**src/rtl/fifo_write_arbiter_pkg.sv**
```systemverilog
// Shared constants for the capture FIFO write-port arbiter: word width,
// grant-id width and the fixed requester slot assignments.
package fifo_write_arbiter_pkg;

  localparam int unsigned DATA_WIDTH     = 18;
  localparam int unsigned GRANT_ID_WIDTH = 3;

  // Requester slots as wired at the capture frontend.
  localparam int unsigned REQ_USB  = 0;
  localparam int unsigned REQ_TS   = 1;
  localparam int unsigned REQ_MARK = 2;

endpackage

```
**src/rtl/fifo_write_arbiter_rr_arbiter.sv**
```systemverilog
// Combinational round-robin picker: first set request at or after ptr_i,
// scanning upward and wrapping; returns one-hot grant and its encoded index.
module fifo_write_arbiter_rr_arbiter
  import fifo_write_arbiter_pkg::*;
#(
  parameter int unsigned N_REQ = 3,
  parameter int unsigned PTR_W = 2
) (
  input  logic [N_REQ-1:0]          req_i,
  input  logic [PTR_W-1:0]          ptr_i,
  output logic [N_REQ-1:0]          grant_o,
  output logic [GRANT_ID_WIDTH-1:0] idx_o,
  output logic                      any_o
);

  logic [PTR_W-1:0] slot;
  logic             found;

  always_comb begin
    grant_o = '0;
    idx_o   = '0;
    found   = 1'b0;
    slot    = '0;
    for (int unsigned i = 0; i < N_REQ; i++) begin
      slot = PTR_W'((32'(ptr_i) + i) % N_REQ);
      if (!found && req_i[slot]) begin
        found         = 1'b1;
        grant_o[slot] = 1'b1;
        idx_o         = GRANT_ID_WIDTH'(slot);
      end
    end
    any_o = found;
  end

endmodule

```
**src/rtl/fifo_write_arbiter.sv**
```systemverilog
// Shares the capture FIFO write port between frontend sources: round-robin
// grants, one registered write per cycle, prog-full back-pressure with
// per-requester stall or drop-and-count behaviour.
module fifo_write_arbiter
  import fifo_write_arbiter_pkg::*;
#(
  parameter int unsigned pN_REQ          = 3,
  parameter int unsigned pDATA_WIDTH     = DATA_WIDTH,
  parameter int unsigned pDROP_CNT_WIDTH = 16
) (
  input  logic                                fe_clk,
  input  logic                                reset_n,
  input  logic                                I_enable,
  input  logic                                I_fifo_full,
  input  logic                                I_fifo_flush,
  input  logic [pN_REQ-1:0]                   I_req_valid,
  input  logic [pN_REQ*pDATA_WIDTH-1:0]       I_req_data,
  input  logic [pN_REQ-1:0]                   I_req_lossy,
  input  logic                                I_clear_drops,
  output logic [pN_REQ-1:0]                   O_req_ready,
  output logic [pDATA_WIDTH-1:0]              O_fifo_data,
  output logic                                O_fifo_wr,
  output logic [GRANT_ID_WIDTH-1:0]           O_grant_id,
  output logic [pN_REQ*pDROP_CNT_WIDTH-1:0]   O_drop_count,
  output logic                                O_drop_any
);

  localparam int unsigned PTR_W = (pN_REQ > 1) ? $clog2(pN_REQ) : 1;
  localparam logic [pDROP_CNT_WIDTH-1:0] CNT_MAX = '1;

  logic [PTR_W-1:0]           ptr_q, ptr_d;
  logic                       wr_q, wr_d;
  logic [pDATA_WIDTH-1:0]     data_q, data_d;
  logic [GRANT_ID_WIDTH-1:0]  grant_id_q, grant_id_d;
  logic [pDROP_CNT_WIDTH-1:0] cnt_q [pN_REQ];
  logic [pDROP_CNT_WIDTH-1:0] cnt_d [pN_REQ];
  logic                       drop_any_q, drop_any_d;

  logic                       active;
  logic                       grant_en;
  logic                       drop_en;
  logic [pN_REQ-1:0]          arb_grant;
  logic [GRANT_ID_WIDTH-1:0]  arb_idx;
  logic                       arb_any;
  logic [pN_REQ-1:0]          drop_vec;

  // Flush is indistinguishable from disarm: nothing granted, nothing dropped.
  assign active   = I_enable & ~I_fifo_flush;
  assign grant_en = active & ~I_fifo_full;
  assign drop_en  = active & I_fifo_full;

  fifo_write_arbiter_rr_arbiter #(
    .N_REQ (pN_REQ),
    .PTR_W (PTR_W)
  ) u_rr_arbiter (
    .req_i   (I_req_valid),
    .ptr_i   (ptr_q),
    .grant_o (arb_grant),
    .idx_o   (arb_idx),
    .any_o   (arb_any)
  );

  always_comb begin
    ptr_d      = ptr_q;
    wr_d       = 1'b0;
    data_d     = data_q;
    grant_id_d = grant_id_q;
    drop_vec   = drop_en ? (I_req_valid & I_req_lossy) : '0;

    if (grant_en && arb_any) begin
      wr_d       = 1'b1;
      grant_id_d = arb_idx;
      for (int k = 0; k < int'(pN_REQ); k++) begin
        if (arb_grant[k]) begin
          data_d = I_req_data[k*pDATA_WIDTH +: pDATA_WIDTH];
          ptr_d  = PTR_W'((k + 1) % int'(pN_REQ));
        end
      end
    end

    O_req_ready = (grant_en ? arb_grant : '0) | drop_vec;

    // Clear first, then count: a drop coincident with a clear leaves 1.
    drop_any_d = (I_clear_drops ? 1'b0 : drop_any_q) | (|drop_vec);
    for (int k = 0; k < int'(pN_REQ); k++) begin
      cnt_d[k] = I_clear_drops ? '0 : cnt_q[k];
      if (drop_vec[k] && (cnt_d[k] != CNT_MAX)) begin
        cnt_d[k] = cnt_d[k] + 1'b1;
      end
      O_drop_count[k*pDROP_CNT_WIDTH +: pDROP_CNT_WIDTH] = cnt_q[k];
    end
  end

  always_ff @(posedge fe_clk or negedge reset_n) begin
    if (!reset_n) begin
      ptr_q      <= '0;
      wr_q       <= 1'b0;
      data_q     <= '0;
      grant_id_q <= '0;
      drop_any_q <= 1'b0;
      for (int k = 0; k < int'(pN_REQ); k++) begin
        cnt_q[k] <= '0;
      end
    end else begin
      ptr_q      <= ptr_d;
      wr_q       <= wr_d;
      data_q     <= data_d;
      grant_id_q <= grant_id_d;
      drop_any_q <= drop_any_d;
      for (int k = 0; k < int'(pN_REQ); k++) begin
        cnt_q[k] <= cnt_d[k];
      end
    end
  end

  assign O_fifo_wr   = wr_q;
  assign O_fifo_data = data_q;
  assign O_grant_id  = grant_id_q;
  assign O_drop_any  = drop_any_q;

endmodule

```
**config.mk**
```make
export PLATFORM = sky130hd
export DESIGN_NAME = fifo_write_arbiter
export DESIGN_NICKNAME = d
export VERILOG_FILES = /design/src/rtl/fifo_write_arbiter_pkg.sv /design/src/rtl/fifo_write_arbiter_rr_arbiter.sv /design/src/rtl/fifo_write_arbiter.sv
export SDC_FILE = /design/constraint.sdc
export NUM_CORES = 1
export LEC_CHECK = 0
export ABC_AREA = 1
export BUFFER_PORTS_ARGS = -buffer_cell sky130_fd_sc_hd__clkbuf_2
export CAP_MARGIN = 20
export CORE_MARGIN = 2
export CORE_UTILIZATION = 25
export DETAILED_ROUTE_END_ITERATION = 7
export GPL_ROUTABILITY_DRIVEN = 0
export SLEW_MARGIN = 40
export SYNTH_ARGS = -nofsm -noshare
export SYNTH_HDL_FRONTEND = slang
export SYNTH_SLANG_ARGS = --single-unit
```
**constraint.sdc**
```tcl
create_clock -name fe_clk -period 1.95 [get_ports fe_clk]
set_input_delay 0.0975 -clock fe_clk [delete_from_list [all_inputs] [get_ports fe_clk]]
set_output_delay 0.0975 -clock fe_clk [all_outputs]
set_load 0.02 [all_outputs]
```
==> impl_metrics.ini <==
[timing]
fin_crit_ns = 2.23
setup_violations = 24
worstMarginPinSlew_ns = 0.509
setup_ws_ns = -0.277
max_freq_ghz = 0.449
rsz0062_at_grt = yes
slew_viol_final = 0
slew_headroom = 0.658
min_period_over_period = 1.14
clock-skew-final_ns = 0.0112
hold_viol = 0

[clock_network]
ctsLongestPathBuffers = 2
cts_max_level = 3
clock_latency_ns = 0.35
cts_inserted_buffers = 9
cts-root-buf = clkbuf_16
cts.sinks = 72
path_clk_slew_ns = 0.06
cts_tree = yes

[floorplan]
row_count = 49
die-area_sq_um = 19700
core_area_sq_um = 18100
die_width_microns = 140
die_h_microns = 140
boundaryPins = 140
initial_utilization = 0.257

[setup_path]
crit_path_end_kind = output pin
crit_chain = inv_2 > ha_4 > nor2_2 > nand2_2 > nand3_4 > nand3_4 > nor2_4 > nor2_4 > buf_4 > o21ai_4 > buf_8
required_ns = 1.85
critical_path_arrival_ns = 2.13
worst_setup_path_start_kind = flip-flop
cp_slowest_cell = dfrtp_1
worstSetupPathType = reg2out
critPathMaxFanout = 5
cp_slowest_stage_delay_ns = 0.40

[routing]
vias_per_cell = 4.41
vias = 4805
first_iter_violations = 152
antenna_left = 0
drc = 0
routed_wl_microns = 13600
drt_first_pass_iters = 4
routedWlPerCell_microns = 12.5

[global_routing]
grt_pass1_wl_microns = 21900
gr-total-overflow = 0
grt_max_degree = 44
antenna_found_initial = 0
track_usage = 0.137
grt_pass1_vias = 4529

[logic_synthesis]
ys_seq_area_frac = 0.387
syn_area_per_cell_sq_um = 7.31
ys_async_sr_fraction = 1.00
ys_seq_elements = 72
synthesis.area_sq_um = 4660
synth_edf_count = 0
synthDistinctLibCells = 35
synth_warnings = 0
synthFlopType = dfrtp_1
synth_cells = 637
syn_nets = 710

[power_and_ir_drop]
finalPower_mw = 7.67
leakage_nw = 3.51
power_density_nw_per_um2 = 1120
vdd_drop_max_mv = 0.859

[layout]
layout_common_cells = 174 x nand2_1, 134 x clkbuf_2, 93 x nand3_1
stdcell_count = 1089
final_common_cell = nand2_1
fin_nets = 928
area_growth_pct = 46.8
drive_above_1_share = 0.380
antenna_cells = 0

[run]
cap_violations = 0

[run_status]
violations = negative setup slack
outcome = finished, violations left

[worst_hold_path]
min_path_type = in2reg

[place]
portBuffers = 138
place_inst = 1048
pre_cts_slack_ns = -0.222
dp_hpwl_microns = 10100
[layer usage]
layer / part of all wire / global-route usage / vias up
li1: - / - / 2455
met1: 0.45 / 0.171 / 2191
met2: 0.48 / 0.234 / 143
met3: 0.058 / 0.0335 / 16
met4: 0.014 / 0.0400 / 0
met5: 0 / 0 / -
[cell families after synthesis]
family,count (synthesis),share of synthesized area
xor+xnor,40,0.0752
buf+inv,95,0.103
fa+ha+maj,7,0.0188
flops,72,0.387
simple gates,398,0.382
other cells,1,0.000805
compound gates,24,0.0333
[path summary, 6_finish.rpt]
check                           startpoint  slack, ns  cells after the start          endpoint
setup / recovery                  ptr_q[0]      -0.28                     11    O_req_ready[1]
hold / removal              I_req_data[40]       0.05                      5    O_fifo_data[4]
setup reg to reg                  ptr_q[0]      -0.21                     16   O_fifo_data[14]
hold reg to reg            O_fifo_data[13]       0.48                      2   O_fifo_data[13]
max in group asynchronous          reset_n       1.13                      3  O_drop_count[41]
min in group asynchronous          reset_n       0.23                      2  O_drop_count[11]
[repair_timing]
action | in CTS | in global routing
hold buffers | 1 | 0
setup buffers | 11 | 11
gates resized for setup | 43 | 49
endpoints found under the hold margin | 29 | 0
setup endpoints to repair | 23 | 53
gates cloned | 1 | 2
pin swaps | 13 | 19
[cell type report]
cell class / count / area [sq um]
timing repair inverter: 1 / 6.26
sequential: 72 / 1800
timing repair buffer: 226 / 1490
multi-input combinational: 471 / 2640
tap: 229 / 287
clock buffer: 12 / 256
fill: 1865 / 11300
inverter: 74 / 303
clock inverter: 4 / 52.6
[where the power goes]
part,internal [mW],total [mW],switching (mW)
registers,1.68,1.81,0.127
logic,1.85,4.12,2.27
clock network,1.06,1.74,0.675
total,4.60,7.67,3.07
[registers in the layout, summed over array words and instances, names as in the netlist]
name and flops:
O_fifo_data 18, O_drop_any 1, ptr_q 2, O_drop_count 48, O_fifo_wr 1, O_grant_id 2
[worst max-delay path: cells and delay by family, from the launching register on]
family | cells | cell delay (ns)
AO/OA/AOI/OAI | 1 | 0.13
AND/OR/NAND/NOR | 6 | 0.64
adder cells (fa/ha/maj) | 1 | 0.24
flip-flops | 1 | 0.40
buffers and inverters | 3 | 0.36
[synthesized netlist by cell type (3+ instances only)]
library cell  count  area, sq um
nor2_2           14         87.6
nand4_1           6         37.5
xnor2_1           9         78.8
ha_1              7         87.6
nand3_2           3         30.0
nor2_1           59          221
o21ai_0           8         40.0
nand2_2           4         25.0
xor2_1           31          272
inv_1            65          244
dfrtp_1          72         1800
buf_4             6         45.0
buf_2             5         25.0
nor3_2            3         30.0
o21ai_1          12         60.1
inv_2             7         26.3
nand3_1          97          485
buf_6             8         90.1
nor3_1           17         85.1
nand2_1         189          709
[stage by stage]
stage	utilization	setup TNS (ns)	hold slack, ns	cell area, sq um
floorplan	-	0	-0.198	4690
global placement	0.331	-4.04	0.0629	6010
detailed placement	0.331	-3.87	0.0644	6010
CTS	0.363	-4.03	0.0427	6590
global route	0.377	-8.12	0.0775	6840
finish	0.377	-4.30	0.0545	6840
No activity file was read; power rests on OpenSTA's default activity.
